<file path="src/rtl/alu_ctrl_exec_if.sv">
// alu_ctrl_exec_if: request/response bundle between EX-stage control and the ALU.
// master = requester (control/pipeline side), slave = alu_ctrl_exec.
interface alu_ctrl_exec_if #(
   parameter int WIDTH = 32
);
   logic             in_valid;
   logic             in_ready;
   logic [2:0]       alu_op;
   logic [5:0]       funct;
   logic [WIDTH-1:0] src_a;
   logic [WIDTH-1:0] src_b;
   logic             out_valid;
   logic [WIDTH-1:0] result;
   logic             wb_en;
   logic [3:0]       ctrl;
   logic             ovf;
   logic             err;
   logic             busy;

   modport master (
      output in_valid, alu_op, funct, src_a, src_b,
      input  in_ready, out_valid, result, wb_en, ctrl, ovf, err, busy
   );

   modport slave (
      input  in_valid, alu_op, funct, src_a, src_b,
      output in_ready, out_valid, result, wb_en, ctrl, ovf, err, busy
   );
endinterface

</file>
<file path="src/rtl/alu_ctrl_exec.sv">
// alu_ctrl_exec: EX-stage ALU control decode, execute and registered result.
// Build option ALU_MULDIV_EN adds the multi-cycle mult/div engine, HI/LO and
// mfhi/mflo; without it those functs decode as illegal and the unit is always ready.
module alu_ctrl_exec #(
   parameter int WIDTH = 32,
   parameter int CNT_W = 6
) (
   input logic            clk,
   input logic            rst_n,
   alu_ctrl_exec_if.slave bus
);
   localparam logic [3:0] C_AND  = 4'b0000, C_OR   = 4'b0001, C_ADD  = 4'b0010,
                          C_XOR  = 4'b0011, C_SUB  = 4'b0110, C_SLT  = 4'b0111,
                          C_SLTU = 4'b1000, C_MFHI = 4'b1001, C_MFLO = 4'b1010,
                          C_NOR  = 4'b1100, C_MUL  = 4'b1101, C_DIV  = 4'b1110,
                          C_ILL  = 4'b1111;

   logic [3:0]       w_ctrl;
   logic             w_err, w_chk_add, w_chk_sub, w_ovf, w_acc, w_single;
   logic [WIDTH-1:0] w_sum, w_dif, w_res;
   logic             r_vld, r_wb, r_ovf, r_err;
   logic [WIDTH-1:0] r_result;
   logic [3:0]       r_ctrl;
`ifdef ALU_MULDIV_EN
   localparam logic [1:0] S_IDLE = 2'd0, S_MUL = 2'd1, S_DIV = 2'd2, S_SIGN = 2'd3;
   logic               w_mul, w_div, w_sgn;
   logic [WIDTH-1:0]   w_abs_a, w_abs_b, w_quo, w_rem, w_hi_new, w_lo_new;
   logic [WIDTH:0]     w_madd, w_trial;
   logic [2*WIDTH-1:0] w_prod;
   logic [1:0]         r_state;
   logic [CNT_W-1:0]   r_cnt;
   logic [2*WIDTH-1:0] r_p;
   logic [WIDTH-1:0]   r_ma, r_hi, r_lo;
   logic               r_neg, r_rneg, r_dz, r_isdiv;
`endif

   // decode alu_op / funct into control code and op class
   always_comb begin
      w_ctrl = C_ILL; w_err = 1'b0; w_chk_add = 1'b0; w_chk_sub = 1'b0;
`ifdef ALU_MULDIV_EN
      w_mul = 1'b0; w_div = 1'b0; w_sgn = 1'b0;
`endif
      case (bus.alu_op)
         3'b000, 3'b011: w_ctrl = C_ADD;
         3'b001:         w_ctrl = C_SUB;
         3'b100:         w_ctrl = C_AND;
         3'b101:         w_ctrl = C_OR;
         3'b110:         w_ctrl = C_SLT;
         3'b010: begin
            case (bus.funct)
               6'h20: begin w_ctrl = C_ADD; w_chk_add = 1'b1; end
               6'h21: w_ctrl = C_ADD;
               6'h22: begin w_ctrl = C_SUB; w_chk_sub = 1'b1; end
               6'h23: w_ctrl = C_SUB;
               6'h24: w_ctrl = C_AND;
               6'h25: w_ctrl = C_OR;
               6'h26: w_ctrl = C_XOR;
               6'h27: w_ctrl = C_NOR;
               6'h2A: w_ctrl = C_SLT;
               6'h2B: w_ctrl = C_SLTU;
`ifdef ALU_MULDIV_EN
               6'h10: w_ctrl = C_MFHI;
               6'h12: w_ctrl = C_MFLO;
               6'h18: begin w_ctrl = C_MUL; w_mul = 1'b1; w_sgn = 1'b1; end
               6'h19: begin w_ctrl = C_MUL; w_mul = 1'b1; end
               6'h1A: begin w_ctrl = C_DIV; w_div = 1'b1; w_sgn = 1'b1; end
               6'h1B: begin w_ctrl = C_DIV; w_div = 1'b1; end
`endif
               default: w_err = 1'b1;
            endcase
         end
         default: w_err = 1'b1;
      endcase
   end

   assign w_sum = bus.src_a + bus.src_b;
   assign w_dif = bus.src_a - bus.src_b;
   // signed overflow: operands agree in sign (add) / differ (sub) and result sign flips
   assign w_ovf = (w_chk_add & (bus.src_a[WIDTH-1] == bus.src_b[WIDTH-1]) &
                   (w_sum[WIDTH-1] != bus.src_a[WIDTH-1])) |
                  (w_chk_sub & (bus.src_a[WIDTH-1] != bus.src_b[WIDTH-1]) &
                   (w_dif[WIDTH-1] != bus.src_a[WIDTH-1]));

   // single-cycle execute; illegal and multi-cycle codes produce 0
   always_comb begin
      w_res = '0;
      case (w_ctrl)
         C_ADD:  w_res = w_sum;
         C_SUB:  w_res = w_dif;
         C_AND:  w_res = bus.src_a & bus.src_b;
         C_OR:   w_res = bus.src_a | bus.src_b;
         C_XOR:  w_res = bus.src_a ^ bus.src_b;
         C_NOR:  w_res = ~(bus.src_a | bus.src_b);
         C_SLT:  w_res = {{(WIDTH-1){1'b0}}, $signed(bus.src_a) < $signed(bus.src_b)};
         C_SLTU: w_res = {{(WIDTH-1){1'b0}}, bus.src_a < bus.src_b};
`ifdef ALU_MULDIV_EN
         C_MFHI: w_res = r_hi;
         C_MFLO: w_res = r_lo;
`endif
         default: w_res = '0;
      endcase
   end

`ifdef ALU_MULDIV_EN
   assign bus.in_ready = (r_state == S_IDLE);
   assign bus.busy     = (r_state != S_IDLE);
   assign w_acc        = bus.in_valid & bus.in_ready;
   assign w_single     = w_acc & ~(w_mul | w_div);

   // signed variants run on magnitudes; signs are restored in SIGN
   assign w_abs_a = (w_sgn & bus.src_a[WIDTH-1]) ? -bus.src_a : bus.src_a;
   assign w_abs_b = (w_sgn & bus.src_b[WIDTH-1]) ? -bus.src_b : bus.src_b;
   // shift-add step: r_p = {partial product, remaining multiplier bits}
   assign w_madd  = {1'b0, r_p[2*WIDTH-1:WIDTH]} + (r_p[0] ? {1'b0, r_ma} : '0);
   // restoring step: r_p = {remainder, remaining dividend / quotient bits}
   assign w_trial = r_p[2*WIDTH-1:WIDTH-1] - {1'b0, r_ma};

   // sign fix-up of the finished engine result
   always_comb begin
      w_prod = r_neg  ? -r_p : r_p;
      w_quo  = r_neg  ? -r_p[WIDTH-1:0] : r_p[WIDTH-1:0];
      w_rem  = r_rneg ? -r_p[2*WIDTH-1:WIDTH] : r_p[2*WIDTH-1:WIDTH];
      if (r_isdiv) begin
         w_hi_new = w_rem;
         w_lo_new = r_dz ? '1 : w_quo;
      end else begin
         {w_hi_new, w_lo_new} = w_prod;
      end
   end

   // mult/div FSM and HI/LO registers
   always_ff @(posedge clk or negedge rst_n) begin
      if (!rst_n) begin
         r_state <= S_IDLE; r_cnt <= '0; r_p <= '0; r_ma <= '0;
         r_neg <= 1'b0; r_rneg <= 1'b0; r_dz <= 1'b0; r_isdiv <= 1'b0;
         r_hi <= '0; r_lo <= '0;
      end else begin
         case (r_state)
            S_IDLE: if (w_acc && (w_mul || w_div)) begin
               r_state <= w_mul ? S_MUL : S_DIV;
               r_cnt   <= '0;
               r_isdiv <= w_div;
               r_ma    <= w_div ? w_abs_b : w_abs_a;
               r_p     <= {{WIDTH{1'b0}}, (w_div ? w_abs_a : w_abs_b)};
               r_neg   <= w_sgn & (bus.src_a[WIDTH-1] ^ bus.src_b[WIDTH-1]);
               r_rneg  <= w_sgn & bus.src_a[WIDTH-1];
               r_dz    <= (bus.src_b == '0);
            end
            S_MUL, S_DIV: begin
               if (r_state == S_MUL)
                  r_p <= {w_madd, r_p[WIDTH-1:1]};
               else if (!w_trial[WIDTH])
                  r_p <= {w_trial[WIDTH-1:0], r_p[WIDTH-2:0], 1'b1};
               else
                  r_p <= {r_p[2*WIDTH-2:0], 1'b0};
               r_cnt <= r_cnt + 1'b1;
               if (r_cnt == CNT_W'(WIDTH-1)) r_state <= S_SIGN;
            end
            default: begin
               r_hi    <= w_hi_new;
               r_lo    <= w_lo_new;
               r_state <= S_IDLE;
            end
         endcase
      end
   end
`else
   assign bus.in_ready = 1'b1;
   assign bus.busy     = 1'b0;
   assign w_acc        = bus.in_valid;
   assign w_single     = w_acc;
`endif

   // registered outputs; flags are 0 except in the completion cycle
   always_ff @(posedge clk or negedge rst_n) begin
      if (!rst_n) begin
         r_vld <= 1'b0; r_wb <= 1'b0; r_ovf <= 1'b0; r_err <= 1'b0;
         r_result <= '0; r_ctrl <= '0;
      end else begin
         r_vld <= 1'b0; r_wb <= 1'b0; r_ovf <= 1'b0; r_err <= 1'b0;
         if (w_single) begin
            r_vld    <= 1'b1;
            r_result <= w_res;
            r_ctrl   <= w_ctrl;
            r_err    <= w_err;
            r_ovf    <= w_ovf;
            r_wb     <= ~w_err & ~w_ovf;
         end
`ifdef ALU_MULDIV_EN
         else if (r_state == S_SIGN) begin
            r_vld    <= 1'b1;
            r_result <= w_lo_new;
            r_ctrl   <= r_isdiv ? C_DIV : C_MUL;
         end
`endif
      end
   end

   assign bus.out_valid = r_vld;
   assign bus.result    = r_result;
   assign bus.ctrl      = r_ctrl;
   assign bus.wb_en     = r_wb;
   assign bus.ovf       = r_ovf;
   assign bus.err       = r_err;
endmodule

</file>
<file path="src/flat_wrapper.sv">
// flat-port wrapper written by rule: the top's interface ports become plain ports
module alu_ctrl_exec_flat 
#(
   parameter int WIDTH = 32,
   parameter int CNT_W = 6
)
  (clk, rst_n, bus_in_valid, bus_alu_op, bus_funct, bus_src_a, bus_src_b, bus_in_ready, bus_out_valid, bus_result, bus_wb_en, bus_ctrl, bus_ovf, bus_err, bus_busy);
  alu_ctrl_exec_if #(.WIDTH(WIDTH)) bus_i ();
  input logic clk;
  input logic rst_n;
  input wire logic [$bits(bus_i.in_valid)-1:0] bus_in_valid;
  input wire logic [$bits(bus_i.alu_op)-1:0] bus_alu_op;
  input wire logic [$bits(bus_i.funct)-1:0] bus_funct;
  input wire logic [$bits(bus_i.src_a)-1:0] bus_src_a;
  input wire logic [$bits(bus_i.src_b)-1:0] bus_src_b;
  output wire logic [$bits(bus_i.in_ready)-1:0] bus_in_ready;
  output wire logic [$bits(bus_i.out_valid)-1:0] bus_out_valid;
  output wire logic [$bits(bus_i.result)-1:0] bus_result;
  output wire logic [$bits(bus_i.wb_en)-1:0] bus_wb_en;
  output wire logic [$bits(bus_i.ctrl)-1:0] bus_ctrl;
  output wire logic [$bits(bus_i.ovf)-1:0] bus_ovf;
  output wire logic [$bits(bus_i.err)-1:0] bus_err;
  output wire logic [$bits(bus_i.busy)-1:0] bus_busy;
  assign bus_i.in_valid = bus_in_valid;
  assign bus_i.alu_op = bus_alu_op;
  assign bus_i.funct = bus_funct;
  assign bus_i.src_a = bus_src_a;
  assign bus_i.src_b = bus_src_b;
  assign bus_in_ready = bus_i.in_ready;
  assign bus_out_valid = bus_i.out_valid;
  assign bus_result = bus_i.result;
  assign bus_wb_en = bus_i.wb_en;
  assign bus_ctrl = bus_i.ctrl;
  assign bus_ovf = bus_i.ovf;
  assign bus_err = bus_i.err;
  assign bus_busy = bus_i.busy;
  alu_ctrl_exec #(.WIDTH(WIDTH), .CNT_W(CNT_W)) u_core (.clk(clk), .rst_n(rst_n), .bus(bus_i));
endmodule
</file>
<file path="config.mk">
export PLATFORM = sky130hd
export DESIGN_NAME = alu_ctrl_exec_flat
export DESIGN_NICKNAME = d
export VERILOG_FILES = /design/src/rtl/alu_ctrl_exec_if.sv /design/src/rtl/alu_ctrl_exec.sv /design/src/flat_wrapper.sv
export SDC_FILE = /design/constraint.sdc
export NUM_CORES = 1
export LEC_CHECK = 0
export CORE_ASPECT_RATIO = 0.75
export CORE_MARGIN = 5
export CORE_UTILIZATION = 35
export CTS_CLUSTER_DIAMETER = 40
export DETAILED_ROUTE_END_ITERATION = 7
export PLACE_DENSITY = 0.66
export SLEW_MARGIN = 15
export SYNTH_ARGS = -nofsm -noshare
export SYNTH_HDL_FRONTEND = slang
export SYNTH_SLANG_ARGS = --single-unit
</file>
<file path="constraint.sdc">
create_clock -name clk -period 1.1 [get_ports clk]
set_input_delay 0.22 -clock clk [delete_from_list [all_inputs] [get_ports clk]]
set_output_delay 0.22 -clock clk [all_outputs]
set_load 0.005 [all_outputs]
</file>
# == Word-level counts from Yosys, hierarchy flattened ==
# Cells that the tools add are included.
# word_totals
reg_bits,40
in_bits,76
output_inout_bits,42
wordCells,69
# classes
addsub,2
order_cmp,2
n_eq_ne,27
n_mux,13
n_bitwise,12
reduce_logical,7
# ops
cell,n
$pmux 32 s8,1
$lt 32x32->1,2
$eq 6x6->1 const B,10
$add 32x32->32,1
$and 32x32->32,1
$not 32->32,1
$or 32x32->32,1
$pmux 4 s8,1
$sub 32x32->32,1
$xor 32x32->32,1
$pmux 4 s6,1
$reduce_or 10->1,1
$eq 3x3->1 const B,3
$mux 1,9
$eq 4x2->1 const B,2
$eq 4x3->1 const B,2
$eq 4x4->1 const B,2
$eq 3x2->1 const B,2
$reduce_or 2->1,3
$reduce_or 6->1,1
$and 1x1->1,5
$eq 4x1->1 const B,1
$logic_not 4->1,1
$eq 3x1->1 const B,1
6 further kinds,9

# == Depth between registers and ports, before layout ==
# Gate-level depths: netlist of run 1.
# depth
word_depth,9
depth_mapped,13
mapped_depth_nobuf,13

# == Least setup slack after synthesis of run 1 ==
# No wires, ideal clock.
# synth_timing
kind,input port to flip-flop
from,input bus_src_b[0]
to,register u_core.r_result[30] (netlist: u_core.bus.result[30])
setup_ns,0.077
t_arrival_ns,2.897
required_time_ns,1.023
setup_slack_ns,-1.874
cell_stages,13
n_path_buf,0
path_cell_list,ha_1 inv_1 fa_1 and2b_1 o2111ai_1 a41o_1 a211o_1 a31oi_4 a31oi_1 a22oi_2 a41oi_1 o311a_1 a21oi_1
# synth_between
elab_chain_len,2
word_cells_on_any_way,3
classes_between,add/sub: 2; mux: 1
# synth_rtl
item,line,text
start: declaration,flat_wrapper.sv:15,input wire logic [$bits(bus_i.src_b)-1:0] bus_src_b;
$sub 32x32->32 or $add 32x32->32 (tied branches),"alu_ctrl_exec.sv:77, alu_ctrl_exec.sv:76",
$pmux 32 s8 *,alu_ctrl_exec.sv:87,case (w_ctrl)
end signal: assignment,alu_ctrl_exec.sv:183,r_result <= w_res;
end: declaration,alu_ctrl_exec.sv:22,logic [WIDTH-1:0] r_result;
# Every way passes the cells marked *; elsewhere a longest branch is shown, timed or not.
# A chain may end at the register's enable or synchronous reset.

# == Worst setup path after layout of run 1 ==
# layout_timing
from,input bus_src_a[0]
to,register u_core.r_result[30] (netlist: u_core.bus.result[30])
# layout_between
elab_chain_len,2
word_cells_on_any_way,3
classes_between,add/sub: 2; mux: 1
# layout_rtl
item,line,text
start: declaration,flat_wrapper.sv:14,input wire logic [$bits(bus_i.src_a)-1:0] bus_src_a;
$sub 32x32->32 or $add 32x32->32 (tied branches),"alu_ctrl_exec.sv:77, alu_ctrl_exec.sv:76",
$pmux 32 s8 *,alu_ctrl_exec.sv:87,
# Marks and branches as above.

==> impl_metrics.py, run 1 <==
metrics = {
    "status": {
        "outcome": "finished with violations",
        "violations": "negative setup slack",
    },
    "sta": {
        "worstMarginPinSlew_ps": 526.4,
        "setup_violations": 40,
        "min_period_ps": 2880,
        "hold_violations": 0,
        "rsz0062_at_grt": "true",
        "slew_violations": 0,
        "finalSetupTns_ps": -45990,
        "clock_skew_ps": 0,
        "max_freq_mhz": 347.2,
        "fin_ws_ps": -1780,
        "relSlewSlack_pct": 64.91,
        "timing.final.crit_share_pct": 261.8,
    },
    "global_routing": {
        "overflow": 0,
        "grt_max_degree": 41,
        "antenna_found_initial": 0,
        "grt_use_total_pct": 29.39,
        "grt_pass1_wl_um": 52220,
        "grt_pass1_vias": 9855,
    },
    "routing": {
        "drtIter0Drc": 976,
        "viasPerCell": 5.570,
        "num_vias": 9652,
        "drt_first_pass_iters": 6,
        "drcViolationCount": 0,
        "detail_route.wl_per_cell_um": 19.60,
        "finalWirelength_um": 33970,
        "antenna_left": 0,
    },
    "yosys": {
        "synthFlopType": "dfrtp_1",
        "synthArstFlopShare_pct": 100.0,
        "ys_types": 73,
        "syn_area_um2": 6787,
        "ys_seq_area_share_pct": 14.75,
        "ys_ff_latch": 40,
        "yosys_warnings": 0,
        "synth_area_per_cell_um2": 6.996,
        "syn_inst": 970,
        "synth_nets": 1144,
        "synth_edf_count": 0,
    },
    "cells_and_area": {
        "fin_cells": 1733,
        "fin_nets": 1653,
        "layout_commonest_cell": "buf_4",
        "syn2layout_area_growth_pct": 102.4,
        "drive_above_1_share_pct": 55.88,
        "final_cell_mix": "buf_4 (372), nor2_1 (102), buf_6 (77), a21oi_1 (59), nand2_1 (57)",
        "antenna_cells": 0,
        "fillers": 1440,
    },
    "power": {
        "powerDensity_nw_per_um2": 806.5,
        "ir_drop_mv": 0.6678,
        "p_leak_nw": 6.284,
        "power_mw": 11.08,
    },
    "worst_setup_path": {
        "critical_path_arrival_ps": 3120,
        "critPathMostFrequentCell": "a31oi_4",
        "critPathSlowestCell": "fa_2",
        "critPathCaptureType": "flop",
        "required_ps": 1340,
        "crit_chain": "buf_8, buf_6, ha_4, inv_2, fa_2, and2b_1, o2111ai_2, a41o_1, a211o_1, a31oi_4, a31oi_4, a22oi_2, a41oi_2, o311a_1, a21oi_1",
        "crit_type": "primary input to flop",
        "crit_fanout": 3,
        "start_kind": "primary input",
        "critical_path.max_stage_delay_ps": 340,
    },
    "die": {
        "die_w_um": 170.8,
        "dieArea_um2": 22300,
        "fp.dieH_um": 130.6,
        "core_area_um2": 19210,
        "ios": 118,
        "rows": 44,
        "start_util_pct": 35.32,
    },
    "clock_tree": {
        "clk_path_buf_depth": 2,
        "clk_latency_ps": 300,
        "cts_made_buffers": 5,
        "htree_levels": 2,
        "cts_tree": "yes",
        "clkTransAtPathRegs_ps": 70,
        "cts_root_buffer": "clkbuf_16",
        "cts.sinks": 40,
    },
    "placed_design": {
        "place_congestion": 0.9799,
        "numPortBuffers": 115,
        "dp_cells": 1630,
        "hpwl_um": 23520,
        "post-place-ws_ps": -2489,
    },
    "run": {
        "cap_viol_max_count": 0,
    },
    "min_path": {
        "min_path_type": "primary input to flop",
    },
}
==> what timing repair did <==
action                     in CTS  in global routing
hold buffers                    1                  0
gates cloned                    1                  0
resized for setup             680                108
setup buffers                  96                 20
hold endpoints to repair       40                  0
setup endpoints to repair      79                 43
pin swaps                     173                127
==> registers in the layout (all words and copies together), names as in the netlist <==
name,count
u_core.bus.ctrl,4
u_core.bus.err,1
u_core.bus.out_valid,1
u_core.bus.ovf,1
u_core.bus.result,32
u_core.bus.wb_en,1
==> cell type report <==
class	count	area [µm²]	area share (%)
Multi-Input combinational cell	760	7069	51.46
Timing Repair Buffer	563	4716	34.33
Sequential cell	40	1001	7.287
Inverter	109	451.7	3.288
Tap cell	253	316.6	2.304
Clock buffer	7	152.6	1.111
Clock inverter	1	30.03	0.2186
==> metal layers <==
metal | part of all wire, % | track usage, % | routed length, µm
met1 | 42 | 39.20 | 14220
met2 | 46 | 49.26 | 15700
met3 | 9.2 | 5.564 | 3121
met4 | 2.7 | 7.700 | 930
met5 | 0 | 0 | 0
==> cell families after synthesis <==
logic type	synth area share, %
muxes	0.6268
and+or+nand+nor	18.60
adders and majority gates	18.29
buffers and inverters	9.753
AOI/OAI and AO/OA	34.77
other	0.1107
xor gates and xnor gates	3.097
DFF	14.75
==> power by group <==
part | switching [mW] | total, mW | internal (mW)
clock network | 0.749 | 1.95 | 1.20
registers | 0.141 | 1.83 | 1.69
logic | 3.59 | 7.30 | 3.71
==> final timing paths <==
path,startpoint,to,slack [ps],cells after the start
hold / removal,bus_alu_op[1],u_core.bus.ctrl[3]$_DFFE_PN0P_,400,4
min in group asynchronous,rst_n,u_core.bus.err$_DFF_PN0_,430,3
setup reg to reg,u_core.bus.result[18]$_DFFE_PN0P_,u_core.bus.result[18]$_DFFE_PN0P_,-180,6
hold reg to reg,u_core.bus.ctrl[3]$_DFFE_PN0P_,u_core.bus.ctrl[3]$_DFFE_PN0P_,530,2
max in group asynchronous,rst_n,u_core.bus.result[16]$_DFFE_PN0P_,440,3
setup / recovery,bus_src_a[0],u_core.bus.result[30]$_DFFE_PN0P_,-1780,15
==> synth_stat cells (9+ instances only) <==
cell        n  area [µm²]
nor2_1    122       457.9
nand2_1    66       247.7
clkbuf_1   44       165.2
o21ai_0    63       315.3
o21bai_1   11       82.58
nand2b_1   14       87.58
o211ai_1   11       82.58
buf_2      10       50.05
a21o_1     17       127.6
a21oi_1    98       490.5
a31oi_1    18       112.6
nor3_1     20       100.1
dfrtp_1    40        1001
inv_1     108       405.4
a221oi_1   32       280.3
a41oi_1     9       78.83
nand3_1    15       75.07
ha_1       96        1201
xnor2_1    19       166.4
==> worst max-delay path, delay by kind of cell <==
kind	cells	cell delay (ps)
AO/OA/AOI/OAI	9	2000
adder cells (fa/ha/maj)	2	470
buffers and inverters	3	200
AND/OR/NAND/NOR	1	230
==> stage by stage <==
| step | util [%] | hold slack [ps] | instance area (µm²) |
|---|---|---|---|
| after CTS | 69.23 | 386.9 | 13300 |
| after detailed placement | 57.66 | 226.6 | 11080 |
| after global placement | 57.66 | 219.7 | 11080 |
| final | 71.50 | 401.5 | 13740 |
| after global routing | 71.50 | 430.1 | 13740 |
| after floorplan | - | -75.59 | 7310 |
Note: power is estimated with default switching activity, not from simulation.
==> inputs of run 2 (changes only) <==
--- a/config.mk
+++ b/config.mk
@@ -5,7 +5,7 @@
 export SDC_FILE = /design/constraint.sdc
 export NUM_CORES = 1
 export LEC_CHECK = 0
-export CORE_ASPECT_RATIO = 0.75
+export CORE_ASPECT_RATIO = 1.75
 export CORE_MARGIN = 5
 export CORE_UTILIZATION = 35
 export CTS_CLUSTER_DIAMETER = 40
@@ -15,3 +15,4 @@
 export SYNTH_ARGS = -nofsm -noshare
 export SYNTH_HDL_FRONTEND = slang
 export SYNTH_SLANG_ARGS = --single-unit
+export TNS_END_PERCENT = 1
==> run 2 against run 1 <==
- the flow still finishes with violations (negative setup slack)
- sequential cell count unchanged
- critical endpoint unchanged
- register-to-register slack improved by 100 ps
- largest power group unchanged
- clock skew unchanged
- global-route usage decreased by 2.1 points
- final cell count decreased by 4.3%
- worst hold slack got worse by 12 ps
- worst setup slack better by 19 ps
- first-iteration DRC count decreased by 51%
==> impl_metrics.py, run 2 (synthesis results as in run 1) <==
metrics = {
    "clock_tree": {
        "clkTransAtPathRegs_ps": 80,
        "htree_levels": 2,
        "cts_made_buffers": 5,
        "clk_latency_ps": 300,
        "cts.sinks": 40,
        "cts_root_buffer": "clkbuf_16",
        "cts_tree": "yes",
        "clk_path_buf_depth": 2,
    },
    "power": {
        "ir_drop_mv": 0.5769,
        "p_leak_nw": 5.695,
        "powerDensity_nw_per_um2": 797.3,
    },
    "global_routing": {
        "grt_max_degree": 41,
        "grt_pass1_vias": 9636,
        "grt_pass1_wl_um": 48370,
        "grt_use_total_pct": 27.25,
        "antenna_found_initial": 0,
        "overflow": 0,
    },
    "run": {
        "cap_viol_max_count": 0,
    },
    "cells_and_area": {
        "antenna_cells": 0,
        "multi_input_area_um2": 6061,
        "fin_nets": 1590,
        "largest_reg_flops": 32,
        "drive_above_1_share_pct": 43.61,
        "syn2layout_area_growth_pct": 74.04,
        "final_cell_mix": "buf_4 (363), nor2_1 (111), a21oi_1 (79), inv_1 (78), ha_1 (71)",
        "post-route-util_pct": 61.80,
        "regArea_um2": 1001,
        "fillers": 1774,
        "layout_commonest_cell": "buf_4",
    },
    "worst_setup_path": {
        "crit_fanout": 3,
        "required_ps": 1290,
        "ff2ff_setup_slack_ps": -80,
        "critPathCaptureType": "flop",
        "start_kind": "primary input",
        "crit_type": "primary input to flop",
        "critical_path_arrival_ps": 3050,
    },
    "routing": {
        "drcViolationCount": 0,
        "viasPerCell": 5.544,
        "drt_first_pass_iters": 5,
        "detail_route.wl_per_cell_um": 19.02,
        "drtIter0Drc": 479,
        "num_vias": 9192,
        "antenna_left": 0,
        "finalWirelength_um": 31530,
    },
    "sta": {
        "fin_ws_ps": -1761,
        "hold_violations": 0,
        "timing.final.crit_share_pct": 260.1,
        "max_freq_mhz": 349.5,
        "setup_violations": 40,
        "clock_skew_ps": 0,
        "rsz0062_at_grt": "true",
        "slew_violations": 0,
        "finalSetupTns_ps": -49390,
        "min_period_ps": 2861,
    },
    "placed_design": {
        "place_congestion": 0.9730,
        "numPortBuffers": 115,
        "hpwl_um": 24740,
    },
    "die": {
        "ios": 118,
        "dieArea_um2": 22380,
        "rows": 67,
        "start_util_pct": 35.51,
        "core_area_um2": 19110,
        "fp.dieH_um": 194.2,
        "die_w_um": 115.3,
    },
    "min_path": {
        "min_path_type": "primary input to flop",
    },
    "status": {
        "outcome": "finished with violations",
        "violations": "negative setup slack",
    },
}
## run 2: final timing paths
| path | from | endpoint | cells after the start |
|---|---|---|---|
| max | bus_src_a[0] | u_core.bus.result[30]$_DFFE_PN0P_ | 16 |
| min | bus_in_valid | u_core.bus.out_valid$_DFF_PN0_ | 2 |
| max reg2reg | u_core.bus.result[18]$_DFFE_PN0P_ | u_core.bus.result[18]$_DFFE_PN0P_ | 5 |
| min reg2reg | u_core.bus.ctrl[1]$_DFFE_PN0P_ | u_core.bus.ctrl[1]$_DFFE_PN0P_ | 1 |
| max in group asynchronous | rst_n | u_core.bus.ctrl[0]$_DFFE_PN0P_ | 3 |
| min in group asynchronous | rst_n | u_core.bus.err$_DFF_PN0_ | 3 |
## run 2: worst max-delay path, stage by stage
cell,delay (ps)
buf_6,70
buf_6,80
ha_4,120
inv_2,40
fa_2,360
and2b_1,250
o2111ai_2,130
a41o_1,270
a211o_1,330
a31oi_4,250
a31oi_4,160
a22oi_2,210
a41oi_2,140
buf_4,170
a31oi_4,180
a21oi_2,70
## run 2: layout make-up
class | count | area share (%)
clock inverter | 2 | 0.08475
tap | 241 | 2.553
sequential | 40 | 8.475
multi-input combinational | 760 | 51.31
timing repair buffer | 500 | 32.93
inverter | 109 | 3.464
clock buffer | 6 | 1.176
## run 2: report_power, final
part	total [mW]	internal, mW	switching (mW)	leakage [nW]
registers	1.85	1.69	0.156	0.475
clock network	1.62	0.900	0.725	0.0766
logic	5.95	2.96	2.99	5.14
## run 2: stage by stage
step	total power [mW]	instance area (µm²)	hold slack [ps]	worst slack, ps	cells
floorplan	4.184	6824	-75.59	-1656	970
global placement	7.166	10820	224.0	-2632	1625
detailed placement	7.209	10820	223.8	-2668	1625
CTS	9.155	11550	375.2	-1837	1650
global route	9.943	11810	387.1	-1857	1658
finish	9.418	11810	389.8	-1761	1658
## run 2: timing repair
action	4_1_cts	5_1_grt
hold endpoints to repair	40	0
pin swaps	53	43
hold buffers	1	0
gates resized for setup	307	125
setup endpoints to repair	79	60
buffers inserted	16	8
gates cloned	0	0
## run 2: routing by layer
| layer | GRT usage (%) | up-vias | part of all wire [%] |
|---|---|---|---|
| li1 | - | 4357 | - |
| met1 | 27.32 | 4325 | 35 |
| met2 | 51.55 | 356 | 53 |
| met3 | 1.968 | 154 | 4.2 |
| met4 | 18.28 | 0 | 8.0 |
| met5 | 0 | - | 0 |
==> inputs of run 3 (changes only) <==
--- a/config.mk
+++ b/config.mk
@@ -5,12 +5,13 @@
 export SDC_FILE = /design/constraint.sdc
 export NUM_CORES = 1
 export LEC_CHECK = 0
+export CAP_MARGIN = 25
 export CORE_ASPECT_RATIO = 1.75
 export CORE_MARGIN = 5
-export CORE_UTILIZATION = 35
+export CORE_UTILIZATION = 55
 export CTS_CLUSTER_DIAMETER = 40
 export DETAILED_ROUTE_END_ITERATION = 7
-export PLACE_DENSITY = 0.66
+export PLACE_DENSITY = 0.92
 export SLEW_MARGIN = 15
 export SYNTH_ARGS = -nofsm -noshare
 export SYNTH_HDL_FRONTEND = slang
==> run 3 against run 2 <==
- the run now fails in global routing
- area after synthesis is the same
- synthesized cell count is the same
==> impl_metrics.py, run 3 <==
metrics = {
    "status": {
        "outcome": "did not finish",
        "lastStage": "global routing",
        "first-error": "[ERROR GRT-0116] Global routing finished with congestion. Check the congestion regions in the DRC Viewer.",
    },
    "clock_tree": {
        "cts_root_buffer": "clkbuf_16",
        "htree_levels": 2,
        "cts_made_buffers": 5,
        "cts.sinks": 40,
        "clk_path_buf_depth": 2,
    },
    "placed_design": {
        "place_congestion": 1.083,
        "numPortBuffers": 115,
        "hpwl_um": 27530,
        "post-place-ws_ps": -2866,
    },
    "global_routing": {
        "overflow": 449,
        "grt_pass1_vias": 14610,
        "grt_pass1_wl_um": 93630,
        "grt_use_total_pct": 80.86,
        "grt_max_degree": 41,
    },
    "die": {
        "start_util_pct": 56.23,
        "die_w_um": 93.97,
        "rows": 53,
        "fp.dieH_um": 156.9,
        "ios": 118,
    },
    "yosys": {
        "synth_edf_count": 0,
        "synthArstFlopShare_pct": 100.0,
        "synthFlopType": "dfrtp_1",
        "ys_ff_latch": 40,
        "yosys_warnings": 0,
        "synth_top_area_share_pct": 17.70,
        "synth.top_cells.by_count": "nor2_1 (122), inv_1 (108), a21oi_1 (98)",
        "ys_seq_area_share_pct": 14.75,
        "synth_nets": 1144,
        "syn_inst": 970,
        "synth_area_per_cell_um2": 6.996,
        "synth_most_common_cell": "nor2_1",
        "ys_types": 73,
        "yosys.area.top_type": "ha_1",
        "syn_area_um2": 6787,
        "yosys-top-cells-area": "ha_1 (18%), dfrtp_1 (15%), a21oi_1 (7.2%), nor2_1 (6.7%), inv_1 (6.0%)",
    },
}
run 3: cell counts after synthesis:
Identical to the previous run, type by type.
run 3: kinds of logic after synthesis:
logic type,count (synthesis),share of synthesized area [%]
mux,4,0.6268
xor+xnor,24,3.097
fa+ha+maj,98,18.29
compound gates,351,34.77
simple gates,281,18.60
flops,40,14.75
buf+inv,170,9.753
other cells,2,0.1107
run 3: what timing repair did:
action / in CTS
hold buffers: 1
setup endpoints to repair: 79
pin swaps: 53
resized for setup: 164
setup buffers: 28
hold endpoints to repair: 40
run 3: stage by stage:
stage	instances	cell area [µm²]	TNS, ps	util, %	hold WS, ps
after floorplan	970	6824	-48040	-	-75.59
after global placement	1521	10500	-76770	86.98	213.2
after detailed placement	1521	10500	-85950	86.98	239.9
after CTS	1558	11330	-72790	93.91	374.3
run 3: per-layer routing:
layer / global-route usage, % / GRT overflow
met4: 87.26 / 128
met5: 23.26 / 0
met1: 75.07 / 5
met2: 101.2 / 312
met3: 64.99 / 4
==> inputs of run 4 (changes only) <==
--- a/config.mk
+++ b/config.mk
@@ -6,12 +6,10 @@
 export NUM_CORES = 1
 export LEC_CHECK = 0
 export CAP_MARGIN = 25
-export CORE_ASPECT_RATIO = 1.75
 export CORE_MARGIN = 5
-export CORE_UTILIZATION = 55
-export CTS_CLUSTER_DIAMETER = 40
+export CORE_UTILIZATION = 40
 export DETAILED_ROUTE_END_ITERATION = 7
-export PLACE_DENSITY = 0.92
+export PLACE_DENSITY_LB_ADDON = 0.15
 export SLEW_MARGIN = 15
 export SYNTH_ARGS = -nofsm -noshare
 export SYNTH_HDL_FRONTEND = slang
==> run 4 against run 3 <==
- the flow now finishes, with violations (negative setup slack)
==> impl_metrics.py, run 4 (synthesis results as in run 1) <==
metrics = {
    "routing": {
        "antenna_left": 0,
        "drtIter0Drc": 765,
        "detail_route.wl_per_cell_um": 17.86,
        "drcViolationCount": 0,
        "viasPerCell": 5.572,
        "drt_first_pass_iters": 5,
        "num_vias": 9077,
        "finalWirelength_um": 29090,
    },
    "sta": {
        "clock_skew_ps": 0,
        "max_freq_mhz": 357.6,
        "setup_violations": 40,
        "relSlewSlack_pct": 54.25,
        "worstMarginPinSlew_ps": 682.5,
        "hold_violations": 0,
        "rsz0062_at_grt": "true",
        "timing.final.crit_share_pct": 254.2,
        "min_period_ps": 2796,
        "fin_ws_ps": -1696,
        "slew_violations": 0,
    },
    "clock_tree": {
        "cts_root_buffer": "clkbuf_16",
        "cts.sinks": 40,
        "htree_levels": 2,
        "clkTransAtPathRegs_ps": 70,
        "cts_made_buffers": 5,
        "cts_tree": "yes",
        "clk_latency_ps": 300,
        "clk_path_buf_depth": 2,
    },
    "run": {
        "cap_viol_max_count": 0,
    },
    "die": {
        "start_util_pct": 40.78,
        "dieArea_um2": 19670,
        "fp.dieH_um": 140.3,
        "rows": 47,
        "ios": 118,
        "core_area_um2": 16640,
        "die_w_um": 140.3,
    },
    "worst_setup_path": {
        "crit_fanout": 4,
        "rr_worst_depth": 5,
        "required_ps": 1340,
        "start_kind": "primary input",
        "ff2ff_setup_slack_ps": -100,
        "critPathCaptureType": "flop",
        "critical_path_arrival_ps": 3040,
        "timing.rr.start": "u_core.bus.result[18]$_DFFE_PN0P_",
        "reg2reg_to": "u_core.bus.result[18]$_DFFE_PN0P_",
        "crit_type": "primary input to flop",
    },
    "status": {
        "violations": "negative setup slack",
        "outcome": "finished with violations",
    },
    "cells_and_area": {
        "fin_cells": 1629,
        "drive_above_1_share_pct": 42.58,
        "syn2layout_area_growth_pct": 72.94,
        "post-route-util_pct": 70.52,
        "antenna_cells": 0,
        "layout_commonest_cell": "buf_4",
        "final_cell_mix": "buf_4 (359), nor2_1 (109), a21oi_1 (83), inv_1 (78), ha_1 (69)",
        "largest_reg_flops": 32,
        "fin_nets": 1582,
    },
    "placed_design": {
        "hpwl_um": 22740,
        "numPortBuffers": 115,
        "dp_cells": 1603,
        "place_congestion": 0.9740,
    },
    "global_routing": {
        "grt_pass1_vias": 8724,
        "overflow": 0,
        "grt_max_degree": 41,
        "antenna_found_initial": 0,
        "grt_pass1_wl_um": 45550,
        "grt_use_total_pct": 28.30,
    },
    "power": {
        "p_leak_nw": 5.717,
        "ir_drop_mv": 0.6295,
        "powerDensity_nw_per_um2": 788.9,
    },
    "min_path": {
        "min_path_type": "primary input to async pin",
    },
}
-- run 4: how the worst max path moves through the flow --
| stage | depth (start not counted) | to | startpoint | slack [ps] |
|---|---|---|---|---|
| floorplan | 13 | u_core.bus.result[30]$_DFFE_PN0P_ | bus_src_b[0] | -1660 |
| global placement | 14 | u_core.bus.result[30]$_DFFE_PN0P_ | bus_src_b[0] | -2550 |
| detailed placement | 14 | u_core.bus.result[26]$_DFFE_PN0P_ | bus_src_a[0] | -2600 |
| CTS | 14 | u_core.bus.result[30]$_DFFE_PN0P_ | bus_src_a[0] | -1840 |
| global route | 13 | u_core.bus.result[26]$_DFFE_PN0P_ | bus_src_a[10] | -1810 |
| finish | 14 | u_core.bus.result[30]$_DFFE_PN0P_ | bus_src_b[0] | -1700 |
-- run 4: worst max-delay path: stages --
cell and delay [ps]:
buf_8 80, ha_4 120, inv_2 40, fa_2 350, and2b_1 230, o2111ai_2 130
a41o_1 240, a211o_1 310, a31oi_4 280, a31oi_4 160, a22oi_2 240, a41oi_2 150
o311a_1 330, a21oi_2 130
-- run 4: where the power goes --
group          switching (mW)  internal [mW]
Sequential              0.150           1.69
Clock                   0.755          0.907
Combinational            2.89           2.87
Total                    3.79           5.47
-- run 4: area by class of cell --
type                       instances  area [µm²]
clock buffer                       6       138.9
clock inverter                     2       15.01
fill                            1424        4906
inverter                         109       409.1
multi-input combinational        760        6020
sequential                        40        1001
tap                              220       275.3
timing repair buffer             492        3877
-- run 4: stage by stage --
| step | setup WS [ps] | hold slack [ps] | power (mW) | area [µm²] | setup TNS [ps] |
|---|---|---|---|---|---|
| after floorplan | -1656 | -75.59 | 4.184 | 6824 | -48040 |
| after global placement | -2555 | 228.2 | 7.046 | 10730 | -79920 |
| after detailed placement | -2600 | 226.3 | 7.086 | 10730 | -80790 |
| after CTS | -1844 | 439.9 | 8.976 | 11400 | -51270 |
| after global routing | -1805 | 464.8 | 9.787 | 11740 | -52100 |
| final | -1696 | 435.8 | 9.259 | 11740 | -47960 |
-- run 4: layer usage --
metal / vias to the layer above / track usage [%] / part of all wire, %
met5: - / 0 / 0
met4: 0 / 8.108 / 2.2
met3: 57 / 4.260 / 7.2
met2: 379 / 46.60 / 47
met1: 4292 / 38.49 / 44
li1: 4349 / - / -
-- run 4: what timing repair did --
item / 4_1_cts / 5_1_grt
endpoints found under the setup margin: 79 / 67
gates cloned: 0 / 0
hold buffers: 1 / 0
resized for setup: 273 / 127
endpoints found under the hold margin: 40 / 0
pin swaps: 38 / 47
buffers inserted: 13 / 4
